==> src/rtl/conv_tap_accumulator_pkg.sv <==
// Shared types and constants for the convolution tap accumulator
// and the fixed-point multiplier that feeds it.
package conv_tap_accumulator_pkg;

    localparam int CTA_BITSIZE   = 14;
    localparam int CTA_FRAC_BITS = 7;
    localparam int CTA_TAPS      = 9;
    localparam int CTA_ACC_BITS  = 26;

    localparam int PROD_W = 2 * CTA_BITSIZE - CTA_FRAC_BITS;

    localparam logic signed [CTA_BITSIZE-1:0] MAX_ACT =
        {1'b0, {(CTA_BITSIZE-1){1'b1}}};
    localparam logic signed [CTA_BITSIZE-1:0] MIN_ACT =
        {1'b1, {(CTA_BITSIZE-1){1'b0}}};

    typedef enum logic {
        IDLE  = 1'b0,
        ACCUM = 1'b1
    } state_t;

    function automatic int prod_width(input int b, input int f);
        return 2 * b - f;
    endfunction

endpackage

==> src/rtl/conv_tap_accumulator_sat_relu_clamp.sv <==
// Optional ReLU followed by signed saturation from the accumulator
// width down to the activation width.
module sat_relu_clamp #(
    parameter int ACC_BITS = 26,
    parameter int OUT_BITS = 14
) (
    input  logic signed [ACC_BITS-1:0] acc,
    input  logic                       relu,
    output logic signed [OUT_BITS-1:0] data,
    output logic                       sat
);

    localparam logic signed [ACC_BITS-1:0] HI =
        {{(ACC_BITS-OUT_BITS+1){1'b0}}, {(OUT_BITS-1){1'b1}}};
    localparam logic signed [ACC_BITS-1:0] LO =
        {{(ACC_BITS-OUT_BITS+1){1'b1}}, {(OUT_BITS-1){1'b0}}};

    logic signed [ACC_BITS-1:0] v;

    always_comb begin
        v    = acc;
        sat  = 1'b0;
        data = '0;
        // A ReLU clamp to zero never counts as saturation
        if (relu && acc[ACC_BITS-1]) begin
            v = '0;
        end
        if (v > HI) begin
            data = HI[OUT_BITS-1:0];
            sat  = 1'b1;
        end else if (v < LO) begin
            data = LO[OUT_BITS-1:0];
            sat  = 1'b1;
        end else begin
            data = v[OUT_BITS-1:0];
        end
    end

endmodule

==> src/rtl/conv_tap_accumulator.sv <==
// Sums TAPS rounded products plus bias per window, then ReLU and
// saturation to one registered activation with a one-cycle valid.
module conv_tap_accumulator
    import conv_tap_accumulator_pkg::*;
#(
    parameter int bitsize   = CTA_BITSIZE,
    parameter int FRAC_BITS = CTA_FRAC_BITS,
    parameter int TAPS      = CTA_TAPS,
    parameter int ACC_BITS  = CTA_ACC_BITS
) (
    input  logic                                  clk,
    input  logic                                  rst,
    input  logic signed [prod_width(bitsize, FRAC_BITS)-1:0] mul_in,
    input  logic                                  mul_valid,
    input  logic signed [bitsize-1:0]             bias,
    input  logic                                  relu_en,
    input  logic                                  clear,
    output logic signed [bitsize-1:0]             data_out,
    output logic                                  out_valid,
    output logic                                  sat_flag,
    output logic                                  busy
);

    localparam int PW = prod_width(bitsize, FRAC_BITS);
    localparam int CW = $clog2(TAPS + 1);
    localparam logic [CW-1:0] LAST = CW'(TAPS - 1);

    state_t                     state, state_n;
    logic [CW-1:0]              cnt, cnt_n;
    logic signed [ACC_BITS-1:0] acc, acc_n;
    logic                       done, done_n;
    logic                       relu_q, relu_n;

    logic signed [ACC_BITS-1:0] mul_sx, bias_sx;
    logic signed [bitsize-1:0]  clamp_data;
    logic                       clamp_sat;

    assign mul_sx  = {{(ACC_BITS-PW){mul_in[PW-1]}}, mul_in};
    assign bias_sx = {{(ACC_BITS-bitsize){bias[bitsize-1]}}, bias};
    assign busy    = (state == ACCUM);

    always_comb begin
        state_n = state;
        cnt_n   = cnt;
        acc_n   = acc;
        done_n  = 1'b0;
        relu_n  = relu_q;
        if (clear) begin
            state_n = IDLE;
            cnt_n   = '0;
            acc_n   = '0;
        end else if (mul_valid) begin
            unique case (state)
                IDLE: begin
                    acc_n  = mul_sx + bias_sx;
                    relu_n = relu_en;
                    if (TAPS == 1) begin
                        done_n = 1'b1;
                        cnt_n  = '0;
                    end else begin
                        cnt_n   = CW'(1);
                        state_n = ACCUM;
                    end
                end
                ACCUM: begin
                    acc_n = acc + mul_sx;
                    if (cnt == LAST) begin
                        done_n  = 1'b1;
                        cnt_n   = '0;
                        state_n = IDLE;
                    end else begin
                        cnt_n = cnt + 1'b1;
                    end
                end
            endcase
        end
    end

    // Output stage reads acc before a back-to-back reload overwrites it
    sat_relu_clamp #(
        .ACC_BITS(ACC_BITS),
        .OUT_BITS(bitsize)
    ) u_clamp (
        .acc (acc),
        .relu(relu_q),
        .data(clamp_data),
        .sat (clamp_sat)
    );

    always_ff @(posedge clk or negedge rst) begin
        if (!rst) begin
            state     <= IDLE;
            cnt       <= '0;
            acc       <= '0;
            done      <= 1'b0;
            relu_q    <= 1'b0;
            data_out  <= '0;
            out_valid <= 1'b0;
            sat_flag  <= 1'b0;
        end else begin
            state     <= state_n;
            cnt       <= cnt_n;
            acc       <= acc_n;
            done      <= done_n;
            relu_q    <= relu_n;
            out_valid <= done;
            if (done) begin
                data_out <= clamp_data;
                sat_flag <= clamp_sat;
            end
        end
    end

endmodule

==> config.mk <==
export PLATFORM = sky130hd
export DESIGN_NAME = conv_tap_accumulator
export DESIGN_NICKNAME = d
export VERILOG_FILES = /design/src/rtl/conv_tap_accumulator_pkg.sv /design/src/rtl/conv_tap_accumulator_sat_relu_clamp.sv /design/src/rtl/conv_tap_accumulator.sv
export SDC_FILE = /design/constraint.sdc
export NUM_CORES = 1
export LEC_CHECK = 0
export CAP_MARGIN = 20
export CORE_MARGIN = 2
export CORE_UTILIZATION = 67
export CTS_CLUSTER_SIZE = 8
export DETAILED_ROUTE_END_ITERATION = 6
export DONT_BUFFER_PORTS = 1
export PLACE_DENSITY = 0.89
export SYNTH_ARGS = -nofsm -noshare
export SYNTH_HDL_FRONTEND = slang
export SYNTH_SLANG_ARGS = --single-unit
==> constraint.sdc <==
create_clock -name clk -period 4.3 [get_ports clk]
set_input_delay 0.86 -clock clk [delete_from_list [all_inputs] [get_ports clk]]
set_output_delay 0.86 -clock clk [all_outputs]
set_load 0.02 [all_outputs]
# After elaboration in Yosys (flattened, before gate mapping)
# Index checks and enable logic that the tools add are counted.
totals:
  regBits: 49
  latch_bits: 0
  ram_bits: 0
  rom_bits: 0
  input_bits: 40
  output_inout_bits: 17
  elab_cells: 39
  mem_count: 0
classes:
  addsub: 3
  multipliers: 0
  div: 0
  n_lt_le_gt_ge: 2
  n_eq_ne: 1
  n_shift: 0
  muxes: 20
  n_bitwise: 2
  n_reduce_logical: 3
op_table:
  columns: ["cell", "n"]
  rows:
  - ["$mux W26", 3]
  - ["$pmux W26 S2", 1]
  - ["$mux W14", 2]
  - ["$add A26 B21 Y26", 1]
  - ["$gt A26 B14 Y1 const B", 1]
  - ["$lt A26 B14 Y1 const B", 1]
  - ["$add A21 B14 Y22", 1]
  - ["$mux W4", 3]
  - ["$mux W1", 9]
  - ["$pmux W4 S2", 1]
  - ["$add A4 B1 Y4 const B", 1]
  - ["$eq A4 B4 Y1 const B", 1]
  - ["$reduce_and A3 Y1", 1]
  - ["$not A1 Y1", 2]
  - ["$pmux W1 S2", 1]
  - ["$reduce_bool A2 Y1", 1]
  - ["$logic_and A1 B1 Y1", 1]

# Longest topological paths before layout
# Gate-level depths: netlist of the first run.
depth:
  word_depth: 5
  ltp_mapped: 11
  depth_no_buf: 11

# By module
# From an unflattened synthesis of the first run, not the netlist that was laid out.
unflattened:
  hier_cells: 556
  area_unflattened_um2: 4743.3
modules_own_cells:
  columns: ["module", "instances", "cells_each", "area_each_um2", "seq_area_each_um2"]
  rows:
  - ["conv_tap_accumulator", 1, 530, 4513.1, 1226.2]
  - ["sat_relu_clamp", 1, 26, 230.2, 0.0]

# Worst setup path before layout of the first run
# Ideal clock, no wire load.
synth_path:
  kind: "in2reg"
  start: "input port mul_in[6]"
  end: "register acc[25]"
  setup_time_ps: 121
  arrival_time_ps: 3031
  t_required_ps: 4179
  setup_slack_ps: 1148
  path_stages: 10
  path_buffers: 1
  cell_sequence: "ha_1 > o21ai_1 > nor3_1 > nand2_1 > o311a_4 > or4_4 > and2_4 > buf_6 > a21o_1 > a22o_1"
synth_between:
  elab_chain_cells: 4
  word_cells_on_any_way: 5
  cone_classes: "2 x add/sub; 3 x mux"
synth_lines:
  columns: ["element", "line", "source"]
  rows:
  - ["start: declaration", "conv_tap_accumulator.sv:13", "input logic signed [prod_width(bitsize, FRAC_BITS)-1:0] mul_in,"]
  - ["$add A26 B21 Y26 or $add A21 B14 Y22 (tied branches)", "conv_tap_accumulator.sv:66, conv_tap_accumulator.sv:55", null]
  - ["$pmux W26 S2 (*)", "conv_tap_accumulator.sv:53", "unique case (state)"]
  - ["$mux W26 (*)", "conv_tap_accumulator.sv:52", "end else if (mul_valid) begin"]
  - ["$mux W26 (*)", "conv_tap_accumulator.sv:48", "if (clear) begin"]
  - ["end signal: assignment", "conv_tap_accumulator.sv:103", "acc <= acc_n;"]
  - ["end: declaration", "conv_tap_accumulator.sv:30", "logic signed [ACC_BITS-1:0] acc, acc_n;"]
# Every way passes the cells marked *; elsewhere a longest branch is shown, timed or not. The select of a mux whose other input is x is not followed.
# A chain may end at the register's enable or synchronous reset.

# Worst setup path after layout of the first run
layout_path:
  start: "input port mul_in[0]"
  end: "register acc[20]"
# Same word-level chain as after synthesis.

==> key figures, run 1 <==
Synthesis
  • Flip-flop and latch count after synthesis: 49
  • Cell taking the most area after synthesis: sky130_fd_sc_hd__dfrtp_1
  • Fraction of the yosys area taken by sequential cells: 27.18%
  • Fraction of post-synthesis cell area in the top cell type by area: 27.18%
  • Gate count after technology mapping: 557
  • Post-synth cell types: 55
  • Fraction of registers with async set/reset: 100.0%
  • Dominant synthesized flop cell: sky130_fd_sc_hd__dfrtp_1
  • Cell area after technology mapping: 4512 sq um
  • Top cells by area in the synthesized netlist: sky130_fd_sc_hd__dfrtp_1, sky130_fd_sc_hd__ha_1, sky130_fd_sc_hd__a21oi_1
  • Synthesized area per cell: 8.100 sq um
  • Most frequently used cell type in the post-synthesis netlist: sky130_fd_sc_hd__a21oi_1
  • Post-Syn Nets: 647
  • Syn. warnings: 0
  • Count of flip-flops with a built-in enable after synthesis: 0
  • Top cell types by occurrence after synthesis: sky130_fd_sc_hd__a21oi_1, sky130_fd_sc_hd__nor2_1, sky130_fd_sc_hd__dfrtp_1

STA
  • Slew Limit Fails: 0
  • Upper clock frequency limit: 0.3125 GHz
  • Share of the clock period used by the worst path after layout: 74.42%
  • Unrepaired setup endpoints after global routing: no
  • Worst slew pin tran: 1.090 ns
  • Accumulated negative setup slack: 0 ns
  • Final setup violation count: 0
  • Clock Skews: 0.01039 ns
  • Clock period minus final worst setup slack: 3.200 ns
  • PnR worst setup slack: 1.100 ns
  • Final hold vios: 0
  • Final Hold Slack: 0.2314 ns
  • Worst slew margin relative to its limit: 27.08%

Critical path
  • Largest fanout of any net on the critical path: 4
  • WS Path Type: input port to flop
  • Crit. End Element: flop
  • Arr. time, crit path: 3.39 ns
  • Required time of the worst setup path: 4.49 ns
  • Setup crit start kind: input port
  • Number of cells on the worst reg-to-reg path: 9

Clock network
  • Clock transition at the register clock pins on the worst setup and hold paths after CTS: 0.10 ns
  • Post-CTS Setup Inserts: 0
  • CTS Root Cell: sky130_fd_sc_hd__clkbuf_8
  • Number of cells upsized or downsized after cts: 0
  • Quantity of hold-fixing buffers added after cts: 0
  • CTS Buffer Depth: 2
  • Worst-Skew Late Latency: 0.31 ns
  • TritonCTS buffer count: 5
  • Maximum level of the CTS H-tree: 2
  • Clock tree from TritonCTS: yes
  • Sinks on Clock Net: 49

GRT
  • Initial antenna violation count: 0
  • Grt ovf: 0
  • Vias in the first global route: 3,974
  • Aggregate global-route resource usage: 32.45%
  • Global-route wire length before repair: 19,090 um
  • Maximum number of pins on one net before global-route repair: 50

Detailed routing
  • Metal2 WL: 5155 um
  • Total iterations of the first detailed-routing run: 7
  • Via Count: 4,297
  • Routed wirelength normalized by instance count: 18.67 um
  • Topmost layer with routed signal wires: met4
  • Met3 Routed Length: 1079 um
  • Metal-1 WL: 5280 um
  • Total wirelength of the detailed-routed design: 11,700 um
  • DRC violations left: 1
  • Vias per inst: 6.853
  • Post-route ant nets: 0
  • Iteration-0 DRC Markers: 374

Worst hold path
  • Min-Delay Path Class: input port to asynchronous set/reset pin

Floorplan
  • Full die area: 7406 sq um
  • Core Footprint: 6422 sq um
  • Number of placement rows: 29
  • Number of I/O pins: 57
  • Die Y-Extent: 86.06 um
  • Effective utilization at floorplan: 70.25%
  • Die X-Extent: 86.06 um

Finish
  • Synthesis-to-finish area growth: 3.688%
  • N_diodes: 0
  • Number of nets in the layout: 639
  • Filler cell count: 512
  • Total area of multi-input combinational cells: 3113 sq um
  • Sequential cell area: 1226 sq um
  • Fraction of final layout cells with drive strength greater than 1: 3.091%

Power
  • Worst vdd rail ir drop: 0.0001547 V
  • Power density of the placed cells: 323.8 nW/um^2
  • Leakage power summed over all cells: 0.002196 uW

Place
  • Final GP Congestion: 0.9778
  • Setup slack after placement: 0.8729 ns
  • Half-perimeter wire length of the detailed placement result: 8933 um
  • Number of I/O port buffers: 0

Flow run
  • Number of violations of the max-capacitance limit: 0

Run status
  • Violations in the final reports: design-rule violations
  • Status: complete, but fails checks
[logic make-up (layout without fill, tap and decap cells)]
family	after synthesis	after routing	synth area share (%)
AO/OA/AOI/OAI	222	222	31.53
adder cells (fa/ha/maj)	50	50	14.20
flip-flops	49	49	27.18
multiplexers	5	5	1.137
buffers and inverters	40	33	3.827
XOR/XNOR	27	27	5.241
AND/OR/NAND/NOR	164	164	16.89
[flip-flops by register name, indices dropped and copies added (netlist names)]
name	cells
done	1
sat_flag	1
cnt	4
out_valid	1
data_out	14
busy	1
acc	26
relu_q	1
[power by group]
group	internal [uW]	switching, uW
clock	234	167
sequential	491	44.0
combinational	242	336
total	968	547
[final cells by class]
| class | instances | share of cell area, % |
|---|---|---|
| clock buffers | 5 | 1.471 |
| clock inverters | 3 | 1.471 |
| inverters | 22 | 1.765 |
| multi-input cells | 468 | 66.54 |
| flip-flops and latches | 49 | 26.21 |
| well taps | 77 | 2.059 |
| repair buffers | 3 | 0.4814 |
[critical path, stage by stage]
cell,delay [ns]
sky130_fd_sc_hd__ha_1,0.23
sky130_fd_sc_hd__fa_1,0.44
sky130_fd_sc_hd__a211oi_1,0.42
sky130_fd_sc_hd__o211ai_1,0.21
sky130_fd_sc_hd__a31oi_1,0.28
sky130_fd_sc_hd__o21ai_1,0.16
sky130_fd_sc_hd__a41oi_1,0.36
sky130_fd_sc_hd__mux2i_1,0.12
sky130_fd_sc_hd__o21ai_0,0.18
sky130_fd_sc_hd__o211ai_1,0.12
[layer usage]
layer,vias to the layer above,GRT usage [%]
met5,-,0
met1,2001,46.15
met4,0,8.802
met2,218,51.52
li1,2061,-
met3,17,4.909
[placed cells by master, fill, tap and decap left out, drive strengths merged, types with 2 or more instances in the layout]
cell and n:
a21oi 72, nor2 60, dfrtp 49, ha 48, nand2 43, o21ai 39, a21o 27, inv 23
xnor2 20, a211oi 17, nand3 13, nand4 11, o21a 10, a31oi 9, nand2b 8, nor3 8
o211ai 7, xor2 7, clkbuf 6, o21bai 5, o31ai 5, or3 5, a22oi 5, mux2i 4
nor2b 4, a311oi 4, nand3b 3, nor4 3, a2111oi 3, a21boi 3, o2111ai 2, a211o 2
a22o 2, fa 2, bufinv 2, buf 2, and2 2
[through the flow]
stage	std cells	power, uW	cell area, sq um	util [%]
after floorplan	557	987.2	4512	-
after global placement	618	1076	4533	70.58
after detailed placement	618	1096	4533	70.58
after CTS	626	1494	4671	72.73
after global routing	627	1597	4678	72.84
final	627	1515	4678	72.84
[final timing paths]
kind	from	end	slack [ns]
setup / recovery	mul_in[0]	acc[20]$_DFFE_PN0P_	1.10
hold / removal	rst	acc[2]$_DFFE_PN0P_	0.23
setup reg to reg	acc[12]$_DFFE_PN0P_	acc[23]$_DFFE_PN0P_	1.41
hold reg to reg	cnt[3]$_DFFE_PN0P_	cnt[3]$_DFFE_PN0P_	0.48
max in group asynchronous	rst	relu_q$_DFFE_PN0P_	3.98
min in group clk	cnt[3]$_DFFE_PN0P_	cnt[3]$_DFFE_PN0P_	0.48
Power figures use the tool's default switching activity.
==> run 2: changes to the inputs <==
Settings changed: CORE_UTILIZATION 67 to 59, PLACE_DENSITY 0.89 to 0.84.
Clock period 4.3 ns to 2.8 ns, I/O delays scaled along.
==> key figures, run 2 (synthesis gave the netlist of run 1 again) <==
Run status
  • Status: completed

Critical path
  • Slowest library cell on the worst path: sky130_fd_sc_hd__a2111oi_1
  • Critical path origin: acc[12]$_DFFE_PN0P_
  • Dominant delay contributor by cell family on the critical path: compound AO/OA/AOI/OAI gates
  • Worst R2R End: acc[23]$_DFFE_PN0P_
  • Arr. time, crit path: 2.95 ns (-0.44 ns)
  • Slowest Stage Delay on Critical Path: 0.51 ns (+0.07 ns)
  • CP cell instances: ha_1, o21a_1, o211ai_1, a2111oi_1, o211ai_1, a31oi_1, a31oi_1, or3_1, nand4_1
  • Timing endpoint of the critical path: acc[23]$_DFFE_PN0P_
  • Origin of the critical flop-to-flop path: acc[12]$_DFFE_PN0P_
  • Setup crit start kind: flop
  • Number of cells on the worst reg-to-reg path: 9 (unchanged)
  • Total number of cells along the worst setup path: 9 (-1)
  • WS Path Type: flop to flop
  • Largest fanout of any net on the critical path: 3 (-1)
  • Required time of the worst setup path: 3.05 ns (-1.44 ns)
  • Crit. End Element: flop
  • R2r setup slk: 0.1 ns (-1.31 ns)
  • Buffering stage count on the worst path with inverters included: 0 (unchanged)

Power
  • Leakage power summed over all cells: 0.002311 uW (+5.2%)
  • Sequential share of power: 36.6% (+1.3 points)
  • Cell internal power dissipation: 1362 uW (+41%)
  • Switching component of the power: 869.8 uW (+59%)
  • Power after layout: 2232 uW (+47%)
  • Clock power frac: 20.3% (-6.2 points)
  • Switching share of power: 38.98% (+2.9 points)
  • Worst vdd rail ir drop: 0.0002537 V (+64%)
  • Combinational share of power: 43.0% (+4.8 points)
  • Power density of the placed cells: 453.9 nW/um^2 (+40%)

Clock network
  • Clock tree from TritonCTS: yes
  • Clock transition at the register clock pins on the worst setup and hold paths after CTS: 0.10 ns (about the same)
  • Maximum level of the CTS H-tree: 2 (unchanged)
  • CTS Root Cell: sky130_fd_sc_hd__clkbuf_8
  • Worst-Skew Late Latency: 0.31 ns (about the same)
  • TritonCTS buffer count: 5 (unchanged)
  • CTS Buffer Depth: 2 (unchanged)
  • Sinks on Clock Net: 49 (unchanged)

STA
  • Worst slew pin tran: 1.069 ns (-0.02114 ns)
  • Clock Skews: 0.009636 ns (-0.0007586 ns)
  • Clock period minus final worst setup slack: 2.703 ns
  • Upper clock frequency limit: 0.3700 GHz
  • Final hold vios: 0 (unchanged)
  • Final setup violation count: 0 (unchanged)
  • Worst slew margin relative to its limit: 28.43% (+1.3 points)
  • Share of the clock period used by the worst path after layout: 96.53%
  • Slew Limit Fails: 0 (unchanged)

Finish
  • Fraction of final layout cells with drive strength greater than 1: 8.174% (+5.1 points)
  • Highest-count cells in the layout ignoring fill and taps: sky130_fd_sc_hd__a21oi_1, sky130_fd_sc_hd__nor2_1, sky130_fd_sc_hd__dfrtp_1
  • Post-Layout Cell Count: 674 (+7.5%)
  • Filler cell count: 588 (+15%)
  • N_diodes: 0 (unchanged)
  • Largest registers ranked by flip-flop count: acc: 26 flops, data_out: 14 flops, cnt: 4 flops
  • Commonest non-fill, non-tap cell in the layout: sky130_fd_sc_hd__a21oi_1
  • Synthesis-to-finish area growth: 8.957%
  • Number of nets in the layout: 664 (+3.9%)
  • Biggest register: acc
  • Max FFs per register: 26 (unchanged)

Detailed routing
  • Total iterations of the first detailed-routing run: 5 (-2)
  • Vias per inst: 6.469 (-5.6%)
  • Routed wirelength normalized by instance count: 17.46 um (-6.5%)
  • Via Count: 4,360 (+1.5%)
  • DRC violations left: 0 (-1)
  • Post-route ant nets: 0 (unchanged)
  • Iteration-0 DRC Markers: 380 (+1.6%)
  • Total wirelength of the detailed-routed design: 11,770 um (+0.55%)

GRT
  • Maximum number of pins on one net before global-route repair: 50 (unchanged)
  • Global-route wire length before repair: 19,170 um (+0.43%)
  • Initial antenna violation count: 0 (unchanged)
  • Aggregate global-route resource usage: 28.07% (-4.4 points)
  • Grt ovf: 0 (unchanged)
  • Vias in the first global route: 3,982 (+0.20%)

Place
  • Final GP Congestion: 0.9299 (-4.9%)
  • Half-perimeter wire length of the detailed placement result: 9176 um (+2.7%)
  • Dpl cells: 664 (+7.4%)
  • Number of I/O port buffers: 0 (unchanged)

Floorplan
  • Number of placement rows: 31 (+6.9%)
  • Full die area: 8363 sq um (+13%)
  • Die Y-Extent: 91.45 um (+6.3%)
  • Number of I/O pins: 57 (unchanged)
  • Core Footprint: 7331 sq um (+14%)
  • Die X-Extent: 91.45 um (+6.3%)
  • Effective utilization at floorplan: 61.55% (-8.7 points)

Worst hold path
  • Min-Delay Path Class: input port to asynchronous set/reset pin

Flow run
  • Number of violations of the max-capacitance limit: 0 (unchanged)
==> run 2: cell types whose count changed in the layout (fill, tap and decap cells not counted), sizes merged <==
cell,previous run,this run
buf,2,28
bufinv,2,0
clkbuf,6,5
clkinv,0,1
inv,23,24
==> run 2: per-stage QoR <==
stage | hold slack, ns | utilization [%] | setup TNS (ns) | area [sq um] | setup WS, ns
floorplan | 0.2644 | - | -0.02665 | 4537 | -0.02074
global placement | 0.2655 | 65.01 | -0.1794 | 4766 | -0.1398
detailed placement | 0.2657 | 65.01 | -0.3411 | 4766 | -0.1966
CTS | 0.08334 | 66.72 | 0 | 4891 | 0.06313
global route | 0.07801 | 67.06 | -0.001916 | 4916 | -0.001916
finish | 0.07485 | 67.06 | 0 | 4916 | 0.09708
==> run 2: area by class of cell <==
class | instances | area [sq um] | share of cell area (%)
inverter | 22 | 82.58 | 1.680
multi-input combinational | 468 | 3156 | 64.19
tap | 99 | 123.9 | 2.520
clock buffer | 5 | 68.82 | 1.400
clock inverter | 3 | 28.78 | 0.5854
timing repair buffer | 28 | 230.2 | 4.683
sequential | 49 | 1226 | 24.94
==> run 2: worst min-delay path by stage <==
stage	startpoint	to	slack, ns	cells past startpoint
after CTS	rst	data_out[2]$_DFFE_PN0P_	0.08	1
after floorplan	rst	acc[0]$_DFFE_PN0P_	0.26	0
after global routing	rst	data_out[3]$_DFFE_PN0P_	0.08	1
after global placement	rst	data_out[2]$_DFFE_PN0P_	0.27	0
final	rst	data_out[2]$_DFFE_PN0P_	0.07	1
after detailed placement	rst	data_out[2]$_DFFE_PN0P_	0.27	0
==> run 2: routing by layer <==
metal  wire length (um)  share of wire, %  track usage (%)  vias to the layer above
li1                   -                 -                -                     2104
met1               5277                45            39.91                     2021
met2               5130                44            44.06                      211
met3               1169               9.9            5.892                       24
met4                190               1.6            6.061                        0
met5                  0                 0                0                        -
==> run 2: worst register-to-register path, cell delays in order, from the launching register on <==
cell and delay [ns]:
sky130_fd_sc_hd__dfrtp_1 0.43, sky130_fd_sc_hd__ha_1 0.31, sky130_fd_sc_hd__o21a_1 0.13, sky130_fd_sc_hd__o211ai_1 0.11
sky130_fd_sc_hd__a2111oi_1 0.51, sky130_fd_sc_hd__o211ai_1 0.25, sky130_fd_sc_hd__a31oi_1 0.35, sky130_fd_sc_hd__a31oi_1 0.15
sky130_fd_sc_hd__or3_1 0.32, sky130_fd_sc_hd__nand4_1 0.09
==> run 2: power groups by stage <==
stage,Clock (uW),Combinational (uW),Sequential (uW)
finish,454,960,818
global placement,0,878,826
floorplan,0,716,804
detailed placement,0,905,830
CTS,458,932,816
global route,491,1060,824
==> run 2: what timing repair did <==
action / CTS / global route
setup endpoints to repair: 0 / 7
gates resized for setup: 0 / 4
hold buffers: 1 / 0
endpoints found under the hold margin: 49 / 0
buffers inserted: 0 / 1
